--- src/rtl/vga_pkg.sv ---
// Raster timing description shared by the scan generator and the colour/sprite blocks.
// A timing set is a packed struct so that alternative modes can be passed as one parameter.
package vga_pkg;

  typedef struct packed {
    logic [9:0] h_active, h_fp, h_sync, h_bp;
    logic [9:0] v_active, v_fp, v_sync, v_bp;
  } vga_timing_t;

  localparam vga_timing_t VGA_640X480 = '{
    h_active: 10'd640, h_fp: 10'd16, h_sync: 10'd96, h_bp: 10'd48,
    v_active: 10'd480, v_fp: 10'd10, v_sync: 10'd2,  v_bp: 10'd33
  };

  localparam int H_TOTAL = 800;
  localparam int V_TOTAL = 525;

  // Colour word layout {B, G, R}, 4 bits per channel.
  localparam int COLOR_W = 12;
  localparam int CH_W    = 4;
  localparam int R_LSB   = 0;
  localparam int G_LSB   = 4;
  localparam int B_LSB   = 8;

  function automatic logic [9:0] h_total(input vga_timing_t t);
    return t.h_active + t.h_fp + t.h_sync + t.h_bp;
  endfunction

  function automatic logic [9:0] v_total(input vga_timing_t t);
    return t.v_active + t.v_fp + t.v_sync + t.v_bp;
  endfunction

  function automatic logic [9:0] h_sync_start(input vga_timing_t t);
    return t.h_active + t.h_fp;
  endfunction

  function automatic logic [9:0] h_sync_end(input vga_timing_t t);
    return t.h_active + t.h_fp + t.h_sync - 10'd1;
  endfunction

  function automatic logic [9:0] v_sync_start(input vga_timing_t t);
    return t.v_active + t.v_fp;
  endfunction

  function automatic logic [9:0] v_sync_end(input vga_timing_t t);
    return t.v_active + t.v_fp + t.v_sync - 10'd1;
  endfunction

endpackage

--- src/rtl/vga_scan_if.sv ---
// Scan-position / colour / VGA-pin bundle between vga_scan and its colour source.
interface vga_scan_if;
  import vga_pkg::*;

  logic [COLOR_W-1:0] pix_color;
  logic [8:0]         row;
  logic [9:0]         col;
  logic               active;
  logic               pix_tick;
  logic               frame_start;
  logic               hs;
  logic               vs;
  logic [CH_W-1:0]    r;
  logic [CH_W-1:0]    g;
  logic [CH_W-1:0]    b;

  modport master (
    input  pix_color,
    output row, col, active, pix_tick, frame_start, hs, vs, r, g, b
  );

  modport slave (
    output pix_color,
    input  row, col, active, pix_tick, frame_start, hs, vs, r, g, b
  );

endinterface

--- src/rtl/pix_clk_en.sv ---
// Pixel clock enable: divides clk by CLK_DIV and strobes pix_tick on the last count.
module pix_clk_en #(
  parameter int CLK_DIV = 4
) (
  input  logic clk,
  input  logic rst,
  output logic pix_tick
);

  localparam int            DW   = (CLK_DIV > 1) ? $clog2(CLK_DIV) : 1;
  localparam logic [DW-1:0] LAST = DW'(CLK_DIV - 1);

  logic [DW-1:0] div_reg;

  always_ff @(posedge clk) begin
    if (rst) begin
      div_reg <= '0;
    end else if (div_reg == LAST) begin
      div_reg <= '0;
    end else begin
      div_reg <= div_reg + 1'b1;
    end
  end

  assign pix_tick = (div_reg == LAST);

endmodule

--- src/rtl/vga_scan.sv ---
// Raster scan generator: drives row/col to the colour source, then registers its colour
// together with hs/vs one pixel later so that sync and RGB leave the chip aligned.
module vga_scan
  import vga_pkg::*;
#(
  parameter int          CLK_DIV  = 4,
  parameter int          PIX_LAT  = 1,
  parameter logic        SYNC_POL = 1'b0,
  parameter vga_timing_t TIMING   = VGA_640X480
) (
  input  logic       clk,
  input  logic       rst,
  vga_scan_if.master bus
);

  localparam logic [9:0] H_LAST    = h_total(TIMING) - 10'd1;
  localparam logic [9:0] V_LAST    = v_total(TIMING) - 10'd1;
  localparam logic [9:0] HS_START  = h_sync_start(TIMING);
  localparam logic [9:0] HS_END    = h_sync_end(TIMING);
  localparam logic [9:0] VS_START  = v_sync_start(TIMING);
  localparam logic [9:0] VS_END    = v_sync_end(TIMING);

  // The colour source gets CLK_DIV-1 clocks to answer; anything slower cannot work.
  if (CLK_DIV <= PIX_LAT) begin : g_bad_clk_div
    $error("vga_scan: CLK_DIV must exceed PIX_LAT");
  end

  logic tick;

  pix_clk_en #(.CLK_DIV(CLK_DIV)) u_pix_clk_en (
    .clk      (clk),
    .rst      (rst),
    .pix_tick (tick)
  );

  logic [9:0] h_cnt_reg, v_cnt_reg;
  logic [9:0] h_cnt_next, v_cnt_next;
  logic       h_wrap, v_wrap;
  logic       active_next, hs_next, vs_next;

  always_comb begin
    h_wrap     = (h_cnt_reg == H_LAST);
    v_wrap     = (v_cnt_reg == V_LAST);
    h_cnt_next = h_wrap ? 10'd0 : h_cnt_reg + 10'd1;
    v_cnt_next = v_cnt_reg;
    if (h_wrap) begin
      v_cnt_next = v_wrap ? 10'd0 : v_cnt_reg + 10'd1;
    end
    active_next = (h_cnt_next < TIMING.h_active) && (v_cnt_next < TIMING.v_active);
    hs_next     = (h_cnt_next >= HS_START && h_cnt_next <= HS_END) ? SYNC_POL : ~SYNC_POL;
    vs_next     = (v_cnt_next >= VS_START && v_cnt_next <= VS_END) ? SYNC_POL : ~SYNC_POL;
  end

  always_ff @(posedge clk) begin
    if (rst) begin
      h_cnt_reg <= '0;
      v_cnt_reg <= '0;
    end else if (tick) begin
      h_cnt_reg <= h_cnt_next;
      v_cnt_reg <= v_cnt_next;
    end
  end

  // Position stage loads the post-tick counter values, so it changes together with the counters.
  logic [8:0] row_reg;
  logic [9:0] col_reg;
  logic       active_reg, hs_pos_reg, vs_pos_reg;

  always_ff @(posedge clk) begin
    if (rst) begin
      row_reg    <= '0;
      col_reg    <= '0;
      active_reg <= 1'b0;
      hs_pos_reg <= ~SYNC_POL;
      vs_pos_reg <= ~SYNC_POL;
    end else if (tick) begin
      row_reg    <= active_next ? v_cnt_next[8:0] : '0;
      col_reg    <= active_next ? h_cnt_next : '0;
      active_reg <= active_next;
      hs_pos_reg <= hs_next;
      vs_pos_reg <= vs_next;
    end
  end

  logic [CH_W-1:0] r_reg, g_reg, b_reg;
  logic            hs_reg, vs_reg;

  always_ff @(posedge clk) begin
    if (rst) begin
      r_reg  <= '0;
      g_reg  <= '0;
      b_reg  <= '0;
      hs_reg <= ~SYNC_POL;
      vs_reg <= ~SYNC_POL;
    end else if (tick) begin
      r_reg  <= active_reg ? bus.pix_color[R_LSB +: CH_W] : '0;
      g_reg  <= active_reg ? bus.pix_color[G_LSB +: CH_W] : '0;
      b_reg  <= active_reg ? bus.pix_color[B_LSB +: CH_W] : '0;
      hs_reg <= hs_pos_reg;
      vs_reg <= vs_pos_reg;
    end
  end

  assign bus.row         = row_reg;
  assign bus.col         = col_reg;
  assign bus.active      = active_reg;
  assign bus.pix_tick    = tick;
  assign bus.frame_start = tick & h_wrap & v_wrap;
  assign bus.hs          = hs_reg;
  assign bus.vs          = vs_reg;
  assign bus.r           = r_reg;
  assign bus.g           = g_reg;
  assign bus.b           = b_reg;

endmodule

--- src/flat_wrapper.sv ---
// flat-port wrapper written by rule: the top's interface ports become plain ports
module vga_scan_flat import vga_pkg::*;
#(
  parameter int          CLK_DIV  = 4,
  parameter int          PIX_LAT  = 1,
  parameter logic        SYNC_POL = 1'b0,
  parameter vga_timing_t TIMING   = VGA_640X480
)
  (clk, rst, bus_pix_color, bus_row, bus_col, bus_active, bus_pix_tick, bus_frame_start, bus_hs, bus_vs, bus_r, bus_g, bus_b);
  vga_scan_if bus_i ();
  input  logic clk;
  input  logic rst;
  input wire logic [$bits(bus_i.pix_color)-1:0] bus_pix_color;
  output wire logic [$bits(bus_i.row)-1:0] bus_row;
  output wire logic [$bits(bus_i.col)-1:0] bus_col;
  output wire logic [$bits(bus_i.active)-1:0] bus_active;
  output wire logic [$bits(bus_i.pix_tick)-1:0] bus_pix_tick;
  output wire logic [$bits(bus_i.frame_start)-1:0] bus_frame_start;
  output wire logic [$bits(bus_i.hs)-1:0] bus_hs;
  output wire logic [$bits(bus_i.vs)-1:0] bus_vs;
  output wire logic [$bits(bus_i.r)-1:0] bus_r;
  output wire logic [$bits(bus_i.g)-1:0] bus_g;
  output wire logic [$bits(bus_i.b)-1:0] bus_b;
  assign bus_i.pix_color = bus_pix_color;
  assign bus_row = bus_i.row;
  assign bus_col = bus_i.col;
  assign bus_active = bus_i.active;
  assign bus_pix_tick = bus_i.pix_tick;
  assign bus_frame_start = bus_i.frame_start;
  assign bus_hs = bus_i.hs;
  assign bus_vs = bus_i.vs;
  assign bus_r = bus_i.r;
  assign bus_g = bus_i.g;
  assign bus_b = bus_i.b;
  vga_scan #(.CLK_DIV(CLK_DIV), .PIX_LAT(PIX_LAT), .SYNC_POL(SYNC_POL), .TIMING(TIMING)) u_core (.clk(clk), .rst(rst), .bus(bus_i));
endmodule
--- config.mk ---
export PLATFORM = sky130hd
export DESIGN_NAME = vga_scan_flat
export DESIGN_NICKNAME = d
export VERILOG_FILES = /design/src/rtl/vga_pkg.sv /design/src/rtl/vga_scan_if.sv /design/src/rtl/pix_clk_en.sv /design/src/rtl/vga_scan.sv /design/src/flat_wrapper.sv
export SDC_FILE = /design/constraint.sdc
export NUM_CORES = 1
export LEC_CHECK = 0
export CAP_MARGIN = 10
export CORE_MARGIN = 2
export CORE_UTILIZATION = 35
export CTS_CLUSTER_DIAMETER = 120
export CTS_CLUSTER_SIZE = 10
export DETAILED_ROUTE_END_ITERATION = 8
export PLACE_DENSITY_LB_ADDON = 0.12
export SLEW_MARGIN = 20
export SYNTH_ARGS = -nofsm -noshare
export SYNTH_HDL_FRONTEND = slang
export SYNTH_HIERARCHICAL = 1
export SYNTH_SLANG_ARGS = --single-unit
--- constraint.sdc ---
create_clock -name clk -period 3.55 [get_ports clk]
set_input_delay 0.71 -clock clk [delete_from_list [all_inputs] [get_ports clk]]
set_output_delay 0.71 -clock clk [all_outputs]
set_load 0.01 [all_outputs]
==> summary.md <==
| Metric | Value |
|---|---|
| Drc violations | 0 |
| TritonCTS Buffers | 9 |
| Asr flop ratio synth | 0% |
| Hold Crit Class | register to register |
| Total of max-cap violations | 0 |
| Slew of the pin with the lowest slew margin | 595 ps |
| Clock sinks | 58 |
| Minimum clock period | 3400 ps |
| Synth Cell Area | 2940 µm² |
| Antenna violations before repair | 0 |
| CTS Root Cell | clkbuf_8 |
| Initial core utilization | 36.0% |
| Core Area | 8180 µm² |
| Switching Fraction | 23.5% |
| Hold path endpoint | u_core/u_pix_clk_en/div_reg[0] |
| Leakage | 1.34 nW |
| Mapped Cells | 342 |
| Slew headroom | 60.3% |
| RSZ-0062 raised after global routing | no |
| # rows | 33 |
| IO buf count | 49 |
| Startpoint Class | register |
| Fmax | 294 MHz |
| Layout cells sized above 1 | 9.79% |
| Kind of critical path | register to output port |
| Number of H-tree levels | 3 |
| Syn nets | 361 |
| Die X | 95.7 µm |
| Clock transition at path regs | 70 ps |
| Placed Instance Area | 3490 µm² |
| Share of the synthesized area in the top cell type | 39.4% |
| EDFF count, synth | 0 |
| Crit-path max FO | 9 |
| RR Startpoint | u_core/h_cnt_reg[0] |
| Required time of the critical path | 2840 ps |
| Worst-Skew Late Latency | 340 ps |
| Synth Warn # | 6 |
| CP arrival | 2690 ps |
| Final slew viol count | 0 |
| Int Pwr | 1.10 mW |
| Top cells by area, synth | dfxtp_1 (39%), nor2_1 (6.4%), a32o_1 (4.4%) |
| Combinational cell fraction of total power | 6.5% |
| Worst reg-to-reg setup slack | 520 ps |
| Hold path start | u_core/u_pix_clk_en/div_reg[0] |
| Endpoint class of the critical path | output port |
| Via Count | 2633 |
| First-iteration detailed-routing DRC count | 141 |
| Max IR drop VDD | 0.000217 V |
| Vias in the first global route | 2421 |
| Seq pwr share | 47.0% |
| First-pass GRT wire length | 12.0 mm |
| Total track usage | 17.0% |
| Die H | 95.7 µm |
| Top FF cell, synth | dfxtp_1 |
| Fin. Hold Viols | 0 |
| Final period util | 95.7% |
| Setup Viol. Count Final | 0 |
| Area leader, netlist | dfxtp_1 |
| FF+latch count, synth | 58 |
| Post-DRT Antenna Nets | 0 |
| Sw power | 337 µW |
| R2R Path End | u_core/bus.col[0] |
| Routed vias/inst | 5.34 |
| DR WL/cell | 14.9 µm |
| Hold path cells | 1 |
| Nets | 402 |
| Area Growth Syn to Fin | 26.8% |
| Worst Skew | 7.93 ps |
| Fill count | 828 |
| Drt total wl | 7.37 mm |
| Sequential fraction of the synthesis area | 39.4% |
| Die area | 9160 µm² |
| Placer Congestion | 0.846 |
| Largest net degree at the start of global routing | 36 |
| Total grt overflow | 0 |
| PwrDens | 385 nW/µm² |
| Top-Level Pins | 50 |
| Reg2Reg Depth | 8 |
| Hold buffers post-CTS | 0 |
| CTS tree | done |
| Ant. Diodes | 0 |
| TritonRoute pass-1 iters | 4 |
| Final setup TNS | 0 ps |
| Synth cell types | 57 |
| Post-route cell area | 3730 µm² |
| Detailed placer's ending HPWL | 5.09 mm |
| Clk network pwr share | 46.5% |
| Synth Area per Inst | 8.61 µm² |
| Worst-case clock buffer depth | 2 |
| Status | finished clean |
==> cells in the final DEF, fill, tap and decap left out, types with 3 or more instances in the layout <==
cell	synthesis	final
a211oi_1	5	5
a21oi_1	24	24
a22o_1	6	6
a32o_1	13	13
and2_1	3	3
and4_1	3	3
buf_4	0	8
clkbuf_8	0	9
clkdlybuf4s50_1	0	49
dfxtp_1	58	56
ha_1	5	4
inv_1	4	4
mux2i_1	3	3
nand2_1	18	18
nand2b_1	5	5
nand3_1	12	12
nand3b_1	4	4
nand4_1	6	6
nor2_1	50	50
nor2b_1	16	16
nor3_1	8	8
nor3b_1	5	5
nor4_1	3	3
o21ai_0	9	9
or3_1	3	3
xnor2_1	8	8
xor2_1	11	11
==> worst max-delay path by stage <==
stage | start | endpoint | slack, ps | depth (start not counted)
4_1_cts | u_core/v_cnt_reg[6] | bus_frame_start | 30 | 5
3_5_place_dp | u_core/h_cnt_reg[0] | u_core/bus.row[7] | 280 | 7
6_report | u_core/v_cnt_reg[5] | bus_frame_start | 150 | 5
2_1_floorplan | u_core/h_cnt_reg[0] | u_core/bus.col[0] | 870 | 8
5_1_grt | u_core/h_cnt_reg[0] | bus_frame_start | 0.1 | 6
3_3_place_gp | u_core/h_cnt_reg[0] | u_core/bus.col[0] | 320 | 7
==> power by group through the flow <==
stage                     Combinational (mW)  Sequential (mW)  Clock [mW]
after floorplan                       0.0520            0.686           0
after global placement                0.0943            0.689           0
after detailed placement              0.0948            0.689           0
after CTS                             0.0949            0.674       0.691
after global routing                   0.104            0.677       0.718
final                                 0.0931            0.674       0.668
==> timing repair <==
item	CTS	global route
setup buffers	0	0
endpoints found under the hold margin	0	0
setup endpoints to repair	0	1
resized for setup	0	4
==> synthesized netlist by cell type, drive strengths merged (2+ instances only) <==
cell type,count
nand2,18
nand3,12
nand4,7
o21ai,10
xnor2,8
nor2b,16
a21oi,24
dfxtp,58
inv,4
buf,10
nand2b,5
and2,3
and3,2
a32o,13
a22o,6
a22oi,2
mux2i,3
nor4,3
ha,5
nor3,9
a211oi,6
nor2,50
or3,4
nor3b,6
a211o,2
or4,3
xor2,11
and4,3
nand3b,4
clkbuf,18
==> logic make-up (layout without fill, tap and decap cells) <==
kind of cell | count (synthesis) | after routing | synth area share, %
simple gates | 150 | 150 | 27.6
mux | 4 | 4 | 1.40
buf+inv | 32 | 78 | 5.06
fa+ha+maj | 5 | 5 | 2.12
compound gates | 74 | 74 | 18.7
xor+xnor | 19 | 19 | 5.65
flops | 58 | 58 | 39.4
==> metal layers <==
| layer | track usage (%) | wire length (µm) | vias up | share of wire [%] |
|---|---|---|---|---|
| met3 | 4.54 | 457 | 13 | 6.2 |
| met5 | 0 | 0 | - | 0 |
| met2 | 25.2 | 3120 | 83 | 42 |
| met4 | 7.62 | 146 | 0 | 2.0 |
| met1 | 23.1 | 3650 | 1224 | 49 |
| li1 | - | - | 1313 | - |
==> layout make-up <==
cell class / count / area [µm²] / share of cell area, %
Sequential cell: 58 / 1160 / 31.2
Tap cell: 105 / 131 / 3.52
Timing Repair Buffer: 58 / 562 / 15.0
Multi-Input combinational cell: 252 / 1640 / 44.0
Inverter: 4 / 15.0 / 0.402
Clock buffer: 9 / 124 / 3.32
Clock inverter: 7 / 93.8 / 2.51
==> worst max-delay path: stages (launching register included) <==
cell	delay [ps]
dfxtp_1	390
or4b_4	590
or4_4	550
nor2_1	150
and2_1	150
clkdlybuf4s50_1	520
==> metrics by stage <==
step	total power, mW	setup WS [ps]	std cells	hold slack, ps	util, %
4_1_cts	1.46	32.3	492	441	45.4
6_report	1.44	152	493	434	45.7
2_1_floorplan	0.738	873	342	406	-
3_5_place_dp	0.784	278	476	430	42.7
3_3_place_gp	0.783	322	476	423	42.7
5_1_grt	1.50	0.144	493	457	45.7
Note: power is estimated with default switching activity, not from simulation.
